$ cat config.mk
export PLATFORM = sky130hd
export DESIGN_NAME = if_fetch_unit
export DESIGN_NICKNAME = d
export VERILOG_FILES = /design/src/rtl/if_fetch_unit.sv
export SDC_FILE = /design/constraint.sdc
export NUM_CORES = 1
export LEC_CHECK = 0
export ABC_AREA = 1
export BUFFER_PORTS_ARGS = -buffer_cell sky130_fd_sc_hd__buf_2
export CORE_MARGIN = 1
export CORE_UTILIZATION = 57
export CTS_CLUSTER_DIAMETER = 150
export DETAILED_ROUTE_END_ITERATION = 10
export GPL_TIMING_DRIVEN = 0
export PLACE_DENSITY = 0.76
export REMOVE_ABC_BUFFERS = 1
export SLEW_MARGIN = 20
export SYNTH_ARGS = -nofsm -noshare
export SYNTH_HDL_FRONTEND = slang
export SYNTH_SLANG_ARGS = --single-unit
$ cat constraint.sdc
create_clock -name clk -period 5.3 [get_ports clk]
set_input_delay 0 -clock clk [delete_from_list [all_inputs] [get_ports clk]]
set_output_delay 0 -clock clk [all_outputs]
set_load 0.03 [all_outputs]
$ cat src/rtl/if_fetch_unit.sv
// Instruction-fetch stage: owns the PC, drives imem_addr, and queues {pc, instr} pairs in a prefetch FIFO.
// Optional FETCH_STATS_EN adds fetch_cnt/stall_cnt counters.
module if_fetch_unit #(
   parameter int unsigned DEPTH    = 4,
   parameter logic [31:0] RESET_PC = 32'h0000_0000,
   parameter int unsigned PC_STEP  = 4
) (
   input  logic                     clk,
   input  logic                     rst,
   input  logic                     pc_write,
   input  logic                     redirect_valid,
   input  logic [31:0]              redirect_pc,
   output logic [31:0]              imem_addr,
   input  logic [31:0]              imem_data,
   output logic                     out_valid,
   input  logic                     out_ready,
   output logic [31:0]              out_instr,
   output logic [31:0]              out_pc,
`ifdef FETCH_STATS_EN
   output logic [31:0]              fetch_cnt,
   output logic [31:0]              stall_cnt,
`endif
   output logic [$clog2(DEPTH):0]   occupancy
);

   localparam int unsigned AW = $clog2(DEPTH);
   localparam int unsigned OW = AW + 1;

   logic [31:0]   pc_q, pc_d;
   logic [AW-1:0] wr_ptr_q, wr_ptr_d;
   logic [AW-1:0] rd_ptr_q, rd_ptr_d;
   logic [OW-1:0] occ_q, occ_d;
   logic [31:0]   pc_mem_q    [DEPTH];
   logic [31:0]   instr_mem_q [DEPTH];

   logic full;
   logic push;
   logic pop;

   // Handshake: decode takes the head when out_valid & out_ready, but only in a
   // cycle that is neither frozen (pc_write=0) nor redirected.
   assign full      = (occ_q == OW'(DEPTH));
   assign out_valid = (occ_q != '0);
   assign pop       = out_valid & out_ready & pc_write & ~redirect_valid;
   assign push      = pc_write & ~redirect_valid & (~full | pop);

   assign imem_addr = pc_q;
   assign occupancy = occ_q;
   assign out_pc    = out_valid ? pc_mem_q[rd_ptr_q]    : 32'h0000_0000;
   assign out_instr = out_valid ? instr_mem_q[rd_ptr_q] : 32'h0000_0000;

   always_comb begin
      pc_d     = pc_q;
      wr_ptr_d = wr_ptr_q;
      rd_ptr_d = rd_ptr_q;
      occ_d    = occ_q;
      if (redirect_valid) begin
         // Flush everything and restart word-aligned at the target.
         pc_d     = redirect_pc & 32'hFFFF_FFFC;
         wr_ptr_d = '0;
         rd_ptr_d = '0;
         occ_d    = '0;
      end else begin
         if (push) begin
            pc_d     = pc_q + 32'(PC_STEP);
            wr_ptr_d = wr_ptr_q + AW'(1);
         end
         if (pop) begin
            rd_ptr_d = rd_ptr_q + AW'(1);
         end
         case ({push, pop})
            2'b10:   occ_d = occ_q + OW'(1);
            2'b01:   occ_d = occ_q - OW'(1);
            default: occ_d = occ_q;
         endcase
      end
   end

   always_ff @(posedge clk or posedge rst) begin
      if (rst) begin
         pc_q     <= RESET_PC;
         wr_ptr_q <= '0;
         rd_ptr_q <= '0;
         occ_q    <= '0;
      end else begin
         pc_q     <= pc_d;
         wr_ptr_q <= wr_ptr_d;
         rd_ptr_q <= rd_ptr_d;
         occ_q    <= occ_d;
      end
   end

   // Storage needs no reset: outputs are masked by out_valid.
   always_ff @(posedge clk) begin
      if (push) begin
         pc_mem_q[wr_ptr_q]    <= pc_q;
         instr_mem_q[wr_ptr_q] <= imem_data;
      end
   end

`ifdef FETCH_STATS_EN
   logic [31:0] fetch_cnt_q;
   logic [31:0] stall_cnt_q;
   logic        stall;

   assign stall     = ~redirect_valid & (~pc_write | (full & ~pop));
   assign fetch_cnt = fetch_cnt_q;
   assign stall_cnt = stall_cnt_q;

   always_ff @(posedge clk or posedge rst) begin
      if (rst) begin
         fetch_cnt_q <= '0;
         stall_cnt_q <= '0;
      end else begin
         if (push)  fetch_cnt_q <= fetch_cnt_q + 32'd1;
         if (stall) stall_cnt_q <= stall_cnt_q + 32'd1;
      end
   end
`endif

endmodule

==> results.yml, run 1 <==
synthesis:
  syn-cell-area_mm2: 0.0123
  yosysSeqAreaShare: 0.683
  synthesis.instances: 1164
  main_area_contributors_after_synthesis: "sky130_fd_sc_hd__edfxtp_1 61%, sky130_fd_sc_hd__nor2_1 9.1%, sky130_fd_sc_hd__dfrtp_1 7.6%"
  netlist.top_cell.by_area: "sky130_fd_sc_hd__edfxtp_1"
  yosysWarnings: 0
  synth_cell_type_count: 29
  syn_avg_cell_area_um2: 10.5
  ys.flop_type: "sky130_fd_sc_hd__edfxtp_1"
  synth_edf_count: 248
  ys_seq_elements: 285
  synth_top_area_frac: 0.607
  ys_async_sr_fraction: 0.130
critical_path:
  reg2reg_slack_ns: 2.92
  worstReg2RegEnd: "instr_mem_q[3][23]$_DFFE_PP_"
  worst_reg2reg_startpoint: "occupancy[0]$_DFFE_PP0P_"
  critPathKind: "register to primary output"
  cp.arrival_ns: 3.04
  cp_max_fo: 70
  end_kind: "primary output"
  reg2regPathDepth: 7
  timing.critical_path.required_ns: 5.30
  critPathLaunchType: "register"
pwr:
  intPower_mw: 4.05
  finalPower_mw: 6.12
  net_sw_frac: 0.339
  powerDensity_mw_per_mm2: 406
  share_seq_of_total_power: 0.441
  power.ir.vdd_worst_mv: 0.647
  total_leakage_power_nw: 5.92
  power.share.combinational: 0.261
  clkPwrFrac: 0.298
  sw_power_mw: 2.08
die:
  die_x_um: 149
  die_area_mm2: 0.0221
  rows: 53
  ioPinCount: 169
  chipHeight_um: 149
  start_util: 0.582
  core_region_area_mm2: 0.0211
placement:
  place.port_buffers: 162
  dpl.hpwl_um: 16200
  place.gp.congestion: 0.889
  postPlaceCellArea_mm2: 0.0136
routing:
  drt_pass1_iterations: 5
  avgViaCountPerCell: 5.30
  drc: 0
  wirelength_per_cell_um: 16.6
  initialDrtViolationCount: 503
  remaining_antenna_violation_count_after_routing: 0
  vias: 8888
  final_routed_wirelength_across_all_metal_layers_um: 27900
final_layout:
  n_antenna_cell: 0
  fin_nets: 1459
  final_area_mm2: 0.0151
  area_growth_pct: 22.9
  final_layout_size_suffix_gt1_frac: 0.178
clock_tree:
  cts-buffers-inserted: 28
  cts.root.buffer_cell: "sky130_fd_sc_hd__clkbuf_16"
  cts.clk_slew.worst_paths_ns: 0.06
  cts_setup_buffers: 0
  clock-sinks: 285
  ctsHtreeMaxLevel: 1
  tritoncts: "done"
  max_clock_buf_depth: 3
  clock_latency_ns: 0.53
sta:
  actual_transition_at_the_worst_max_transition_pin_ns: 0.868
  final_hold_fails: 0
  timing_max_transition_violations_final: 0
  grt_setup_unrepaired: "false"
  fin_crit_sh: 0.573
  setup-tns-final_ns: 0
  fmaxAchievable_ghz: 0.329
  worst_slew_margin_relative_to_its_limit: 0.422
  clock-skew-final_ns: 0.00996
  layout_min_cycle_time_ns: 3.04
  final-setup-viol-count: 0
global_routing:
  grt_util_all_layers: 0.254
  number_of_global_route_vias_before_repair: 8481
  gr-total-overflow: 0
  global_route_wire_length_before_repair_um: 43100
  grt_max_degree: 71
  antenna_found_initial: 0
job:
  cap_violations: 0
status:
  result_of_the_run: "finished clean"
min_path:
  min_delay_worst_endpoint: "imem_addr[9]$_DFFE_PP0P_"
  holdCritStartpoint: "redirect_valid"
  worst_hold_stages: 3
  worstHoldPathType: "primary input to register"
## per-stage QoR
stage / worst slack (ns) / hold slack, ns / std cells / util
after floorplan: 1.29 / 0.0989 / 1110 / -
after global placement: -1.57 / 0.200 / 1547 / 0.623
after detailed placement: 2.79 / -0.0191 / 1562 / 0.643
after CTS: 2.22 / 0.00520 / 1677 / 0.715
after global routing: 2.06 / 0.0587 / 1677 / 0.715
final: 2.26 / 0.0328 / 1677 / 0.715
## cell usage after synthesis (6+ instances only)
| cell type | count |
|---|---|
| sky130_fd_sc_hd__nor2_1 | 296 |
| sky130_fd_sc_hd__edfxtp_1 | 248 |
| sky130_fd_sc_hd__nand2_1 | 174 |
| sky130_fd_sc_hd__o21ai_0 | 144 |
| sky130_fd_sc_hd__a21oi_1 | 67 |
| sky130_fd_sc_hd__inv_1 | 57 |
| sky130_fd_sc_hd__dfrtp_1 | 37 |
| sky130_fd_sc_hd__nand3_1 | 27 |
| sky130_fd_sc_hd__clkbuf_1 | 19 |
| sky130_fd_sc_hd__buf_2 | 15 |
| sky130_fd_sc_hd__buf_4 | 11 |
| sky130_fd_sc_hd__nor2_2 | 8 |
| sky130_fd_sc_hd__o211ai_1 | 8 |
| sky130_fd_sc_hd__buf_1 | 7 |
| sky130_fd_sc_hd__inv_2 | 7 |
| sky130_fd_sc_hd__clkbuf_2 | 6 |
| sky130_fd_sc_hd__xor2_1 | 6 |
## routing by layer
metal | vias to the layer above | routed length (µm) | global-route usage
met5 | - | 0 | 0
met4 | 0 | 627 | 0.0814
met3 | 44 | 1740 | 0.0359
met2 | 272 | 14100 | 0.451
met1 | 4208 | 11400 | 0.322
li1 | 4364 | - | -
## state kept, by name, indices dropped and copies added, names as in the netlist
name	cells
wr_ptr_q	2
occupancy	3
pc_mem_q	120
rd_ptr_q	2
imem_addr	30
instr_mem_q	128
## worst max-delay path by stage
stage	startpoint	endpoint	slack, ns
6_report	rd_ptr_q[0]$_DFFE_PP0P_	out_pc[14]	2.26
5_1_grt	rd_ptr_q[0]$_DFFE_PP0P_	out_pc[13]	2.06
4_1_cts	rd_ptr_q[0]$_DFFE_PP0P_	out_pc[4]	2.22
3_5_place_dp	rd_ptr_q[0]$_DFFE_PP0P_	out_pc[4]	2.79
3_3_place_gp	rd_ptr_q[0]$_DFFE_PP0P_	out_pc[29]	-1.57
2_1_floorplan	occupancy[0]$_DFFE_PP0P_	instr_mem_q[0][0]$_DFFE_PP_	1.29
## cell type report
cell class	count	area, µm²
Tap cell	275	344
Inverter	64	248
Clock buffer	35	748
Timing Repair Buffer	244	1850
Clock inverter	13	93.8
Sequential cell	285	8380
Fill cell	1484	6010
Multi-Input combinational cell	761	3410
## cells by family after synthesis
group | share of synthesized area
flops | 0.683
buf+inv | 0.0429
simple gates | 0.170
compound gates | 0.0930
xor+xnor | 0.00429
fa+ha+maj | 0.00673
other cells | 0.000306
## worst max-delay path, stage by stage (launching register included)
cell and delay [ns]:
sky130_fd_sc_hd__dfrtp_4 0.74, sky130_fd_sc_hd__buf_16 0.34, sky130_fd_sc_hd__inv_4 0.44, sky130_fd_sc_hd__buf_12 0.33
sky130_fd_sc_hd__o21ai_0 0.17, sky130_fd_sc_hd__a21oi_1 0.17, sky130_fd_sc_hd__buf_2 0.26
## cells in the final DEF, fill, tap and decap left out, drive strengths merged, types with 5 or more instances in the layout
master | synthesis | final
edfxtp | 248 | 248
dlygate4sd3 | 0 | 67
inv | 64 | 66
ha | 5 | 5
clkinv | 0 | 9
buf | 33 | 177
conb | 1 | 5
nand3 | 27 | 27
dfrtp | 37 | 37
nor2 | 309 | 309
nand2 | 181 | 181
xor2 | 6 | 6
clkbuf | 25 | 35
o21ai | 146 | 146
a21oi | 67 | 67
o211ai | 8 | 8
## power by group through the flow
stage / Clock (mW) / Sequential, mW / Combinational, mW
after floorplan: 0 / 2.80 / 0.943
after global placement: 0 / 2.78 / 1.48
after detailed placement: 0 / 2.75 / 1.56
after CTS: 1.84 / 2.70 / 1.61
after global routing: 1.93 / 2.72 / 1.73
final: 1.82 / 2.70 / 1.60
## timing repair
item / CTS / global route
hold buffers: 67 / 0
endpoints found under the hold margin: 197 / 0
resized for setup: 0 / 0
Note: power is estimated with default switching activity, not from simulation.
==> inputs of run 2 (changes only) <==
- ABC_AREA: 1 -> 0
- PLACE_DENSITY: 0.76 -> 0.77
- clock period: 5.3 -> 2.85 ns (I/O delays scaled with it)
==> run 2 against run 1 <==
Against the previous run: sequential share of layout area increased by 3.1 points; non-clock buffer count decreased by 7; global-route usage fell by 1.1 points; first-iteration DRC count fell by 6.4%; core utilization up 0.95 points; synthesized cell count decreased by 44%; wire length is 11% lower; area after synthesis decreased by 5.3%; cell area shrank 5.3%; clock skew rose by 0.0069 ns; critical path depth down 1; largest cell class unchanged; highest routed layer unchanged.
==> results.yml, run 2 <==
clock_tree:
  tritoncts: "done"
  ctsHtreeMaxLevel: 1
  cts-buffers-inserted: 27
  clock-sinks: 285
  cts.clk_slew.worst_paths_ns: 0.07
  cts.root.buffer_cell: "sky130_fd_sc_hd__clkbuf_16"
  clock_latency_ns: 0.52
  max_clock_buf_depth: 3
  postCtsResizedCells: 0
  cts_setup_buffers: 0
synthesis:
  ys.flop_type: "sky130_fd_sc_hd__edfxtp_1"
  ys_async_sr_fraction: 0.130
  yosysSeqAreaShare: 0.721
  syn-cell-area_mm2: 0.0116
  synthMostInstantiatedCell: "sky130_fd_sc_hd__edfxtp_1"
  synth_top_area_frac: 0.641
  synthesis.instances: 652
  syn_avg_cell_area_um2: 17.8
  yosysWarnings: 0
  netlist.top_cell.by_area: "sky130_fd_sc_hd__edfxtp_1"
  synth_edf_count: 248
  ys_seq_elements: 285
  synth_cell_type_count: 39
  main_area_contributors_after_synthesis: "sky130_fd_sc_hd__edfxtp_1 64%, sky130_fd_sc_hd__mux4_2 12%, sky130_fd_sc_hd__dfrtp_1 8.0%"
  synthTopCellsByCount: "248 x sky130_fd_sc_hd__edfxtp_1, 68 x sky130_fd_sc_hd__and2_1, 62 x sky130_fd_sc_hd__mux4_2, 37 x sky130_fd_sc_hd__dfrtp_1, 28 x sky130_fd_sc_hd__nor2_1"
sta:
  actual_transition_at_the_worst_max_transition_pin_ns: 0.954
  final-setup-viol-count: 0
  timing_max_transition_violations_final: 0
  worst_slew_margin_relative_to_its_limit: 0.360
  final_hold_fails: 0
  clock-skew-final_ns: 0.0169
  fmaxAchievable_ghz: 0.376
  setup-tns-final_ns: 0
  grt_setup_unrepaired: "false"
  fin_crit_sh: 0.932
  layout_min_cycle_time_ns: 2.66
critical_path:
  end_kind: "primary output"
  cp.arrival_ns: 2.66
  timing.critical_path.required_ns: 2.85
  critPathKind: "register to primary output"
  worst_path_largest_cell_delay_ns: 0.66
  cpMaxStageDelayCell: "sky130_fd_sc_hd__dfrtp_4"
  critPathLaunchType: "register"
  worstPathCellList: "buf_16 -> buf_12 -> mux4_2 -> and2_1 -> buf_2"
  cp_max_fo: 29
final_layout:
  most-common-layout-cells: "248 x sky130_fd_sc_hd__edfxtp_1, 162 x sky130_fd_sc_hd__buf_2, 68 x sky130_fd_sc_hd__dlygate4sd3_1, 64 x sky130_fd_sc_hd__and2_1, 62 x sky130_fd_sc_hd__mux4_2"
  area_growth_pct: 23.0
  largest_register: "instr_mem_q"
  final_core_util: 0.724
  sequential_cell_area_mm2: 0.00838
  total_area_of_multi_input_combinational_cells_mm2: 0.00305
  fin_nets: 959
  final_layout_size_suffix_gt1_frac: 0.310
  finish.cell_count_without_fillers: 1168
  n_antenna_cell: 0
  largest_register_ffs: 128
  num-fill-cells: 1218
  final_common_cell: "sky130_fd_sc_hd__edfxtp_1"
global_routing:
  global_route_wire_length_before_repair_um: 38000
  gr-total-overflow: 0
  antenna_found_initial: 0
  grt_max_degree: 65
  number_of_global_route_vias_before_repair: 7022
  grt_util_all_layers: 0.243
die:
  ioPinCount: 169
  chipHeight_um: 145
  start_util: 0.589
  die_x_um: 145
  core_region_area_mm2: 0.0197
  rows: 51
  die_area_mm2: 0.0209
routing:
  drc: 0
  drt_pass1_iterations: 5
  vias: 6819
  remaining_antenna_violation_count_after_routing: 0
  avgViaCountPerCell: 5.84
  wirelength_per_cell_um: 21.2
  initialDrtViolationCount: 471
  final_routed_wirelength_across_all_metal_layers_um: 24700
placement:
  place.gp.congestion: 0.815
  place_inst: 1052
  place.port_buffers: 162
  dpl.hpwl_um: 14300
pwr:
  total_leakage_power_nw: 5.11
  net_sw_frac: 0.259
  sw_power_mw: 2.51
  power.ir.vdd_worst_mv: 0.477
  powerDensity_mw_per_mm2: 678
  share_seq_of_total_power: 0.506
  clkPwrFrac: 0.341
  intPower_mw: 7.17
  power.share.combinational: 0.153
  finalPower_mw: 9.68
job:
  cap_violations: 0
min_path:
  worstHoldPathType: "primary input to async pin"
status:
  result_of_the_run: "finished clean"
[run 2: path summary, 6_finish.rpt]
path / cells past startpoint / start / to / slack, ns
max: 5 / rd_ptr_q[0]$_DFFE_PP0P_ / out_instr[24] / 0.19
min: 3 / rst / imem_addr[16]$_DFFE_PP0P_ / 0.21
max reg2reg: 4 / occupancy[1]$_DFFE_PP0P_ / imem_addr[22]$_DFFE_PP0P_ / 0.21
min reg2reg: 2 / wr_ptr_q[1]$_DFFE_PP0P_ / wr_ptr_q[1]$_DFFE_PP0P_ / 0.58
max in group asynchronous: 3 / rst / rd_ptr_q[0]$_DFFE_PP0P_ / 2.03
min in group clk: 4 / redirect_pc[26] / imem_addr[26]$_DFFE_PP0P_ / 0.23
[run 2: worst max-delay path: cells and delay by family, from the launching register on]
family                 cells  cell delay, ns
AND/OR/NAND/NOR            1            0.18
buffers and inverters      3            0.72
flip-flops                 1            0.66
multiplexers               1            0.54
[run 2: per-layer routing]
layer,up-vias,wire length (µm),GRT usage
met4,0,372,0.0604
met1,3455,9810,0.327
met5,-,0,0
li1,3036,-,-
met2,291,12900,0.422
met3,37,1620,0.0349
[run 2: power groups by stage]
stage	Sequential, mW	Clock (mW)	Combinational (mW)
final	4.90	3.30	1.48
after global routing	4.92	3.51	1.59
after CTS	4.89	3.36	1.50
after detailed placement	4.98	0	1.42
after global placement	5.01	0	1.33
after floorplan	5.06	0	0.825
[run 2: metrics by stage]
stage          setup WS, ns  area [µm²]  hold WS (ns)
3_3_place_gp          -1.77       12600         0.207
4_1_cts               0.131       14300         0.203
3_5_place_dp          0.274       12800         0.212
6_report              0.194       14300         0.205
2_1_floorplan        -0.585       11400        0.0631
5_1_grt              0.0493       14300         0.238
[run 2: repair_timing]
| item | CTS | global route |
|---|---|---|
| endpoints found under the hold margin | 201 | 0 |
| hold buffers | 68 | 0 |
| setup endpoints to repair | 0 | 0 |
[run 2: logic make-up (layout without fill, tap and decap cells)]
family,after synthesis,after routing,share of synthesized area
DFF,285,285,0.721
and+or+nand+nor,188,188,0.0932
xor gates and xnor gates,12,12,0.00905
buffers and inverters,46,293,0.0185
adders and majority gates,6,6,0.00711
AOI/OAI and AO/OA,49,49,0.0277
other,1,5,0.000323
muxes,65,65,0.123
[run 2: area by class of cell]
cell class                 instances  share of cell area
clock buffer                      37              0.0513
clock inverter                    11             0.00543
sequential                       285               0.587
tap                              265              0.0232
inverter                           8             0.00210
multi-input combinational        325               0.214
timing repair buffer             237               0.117
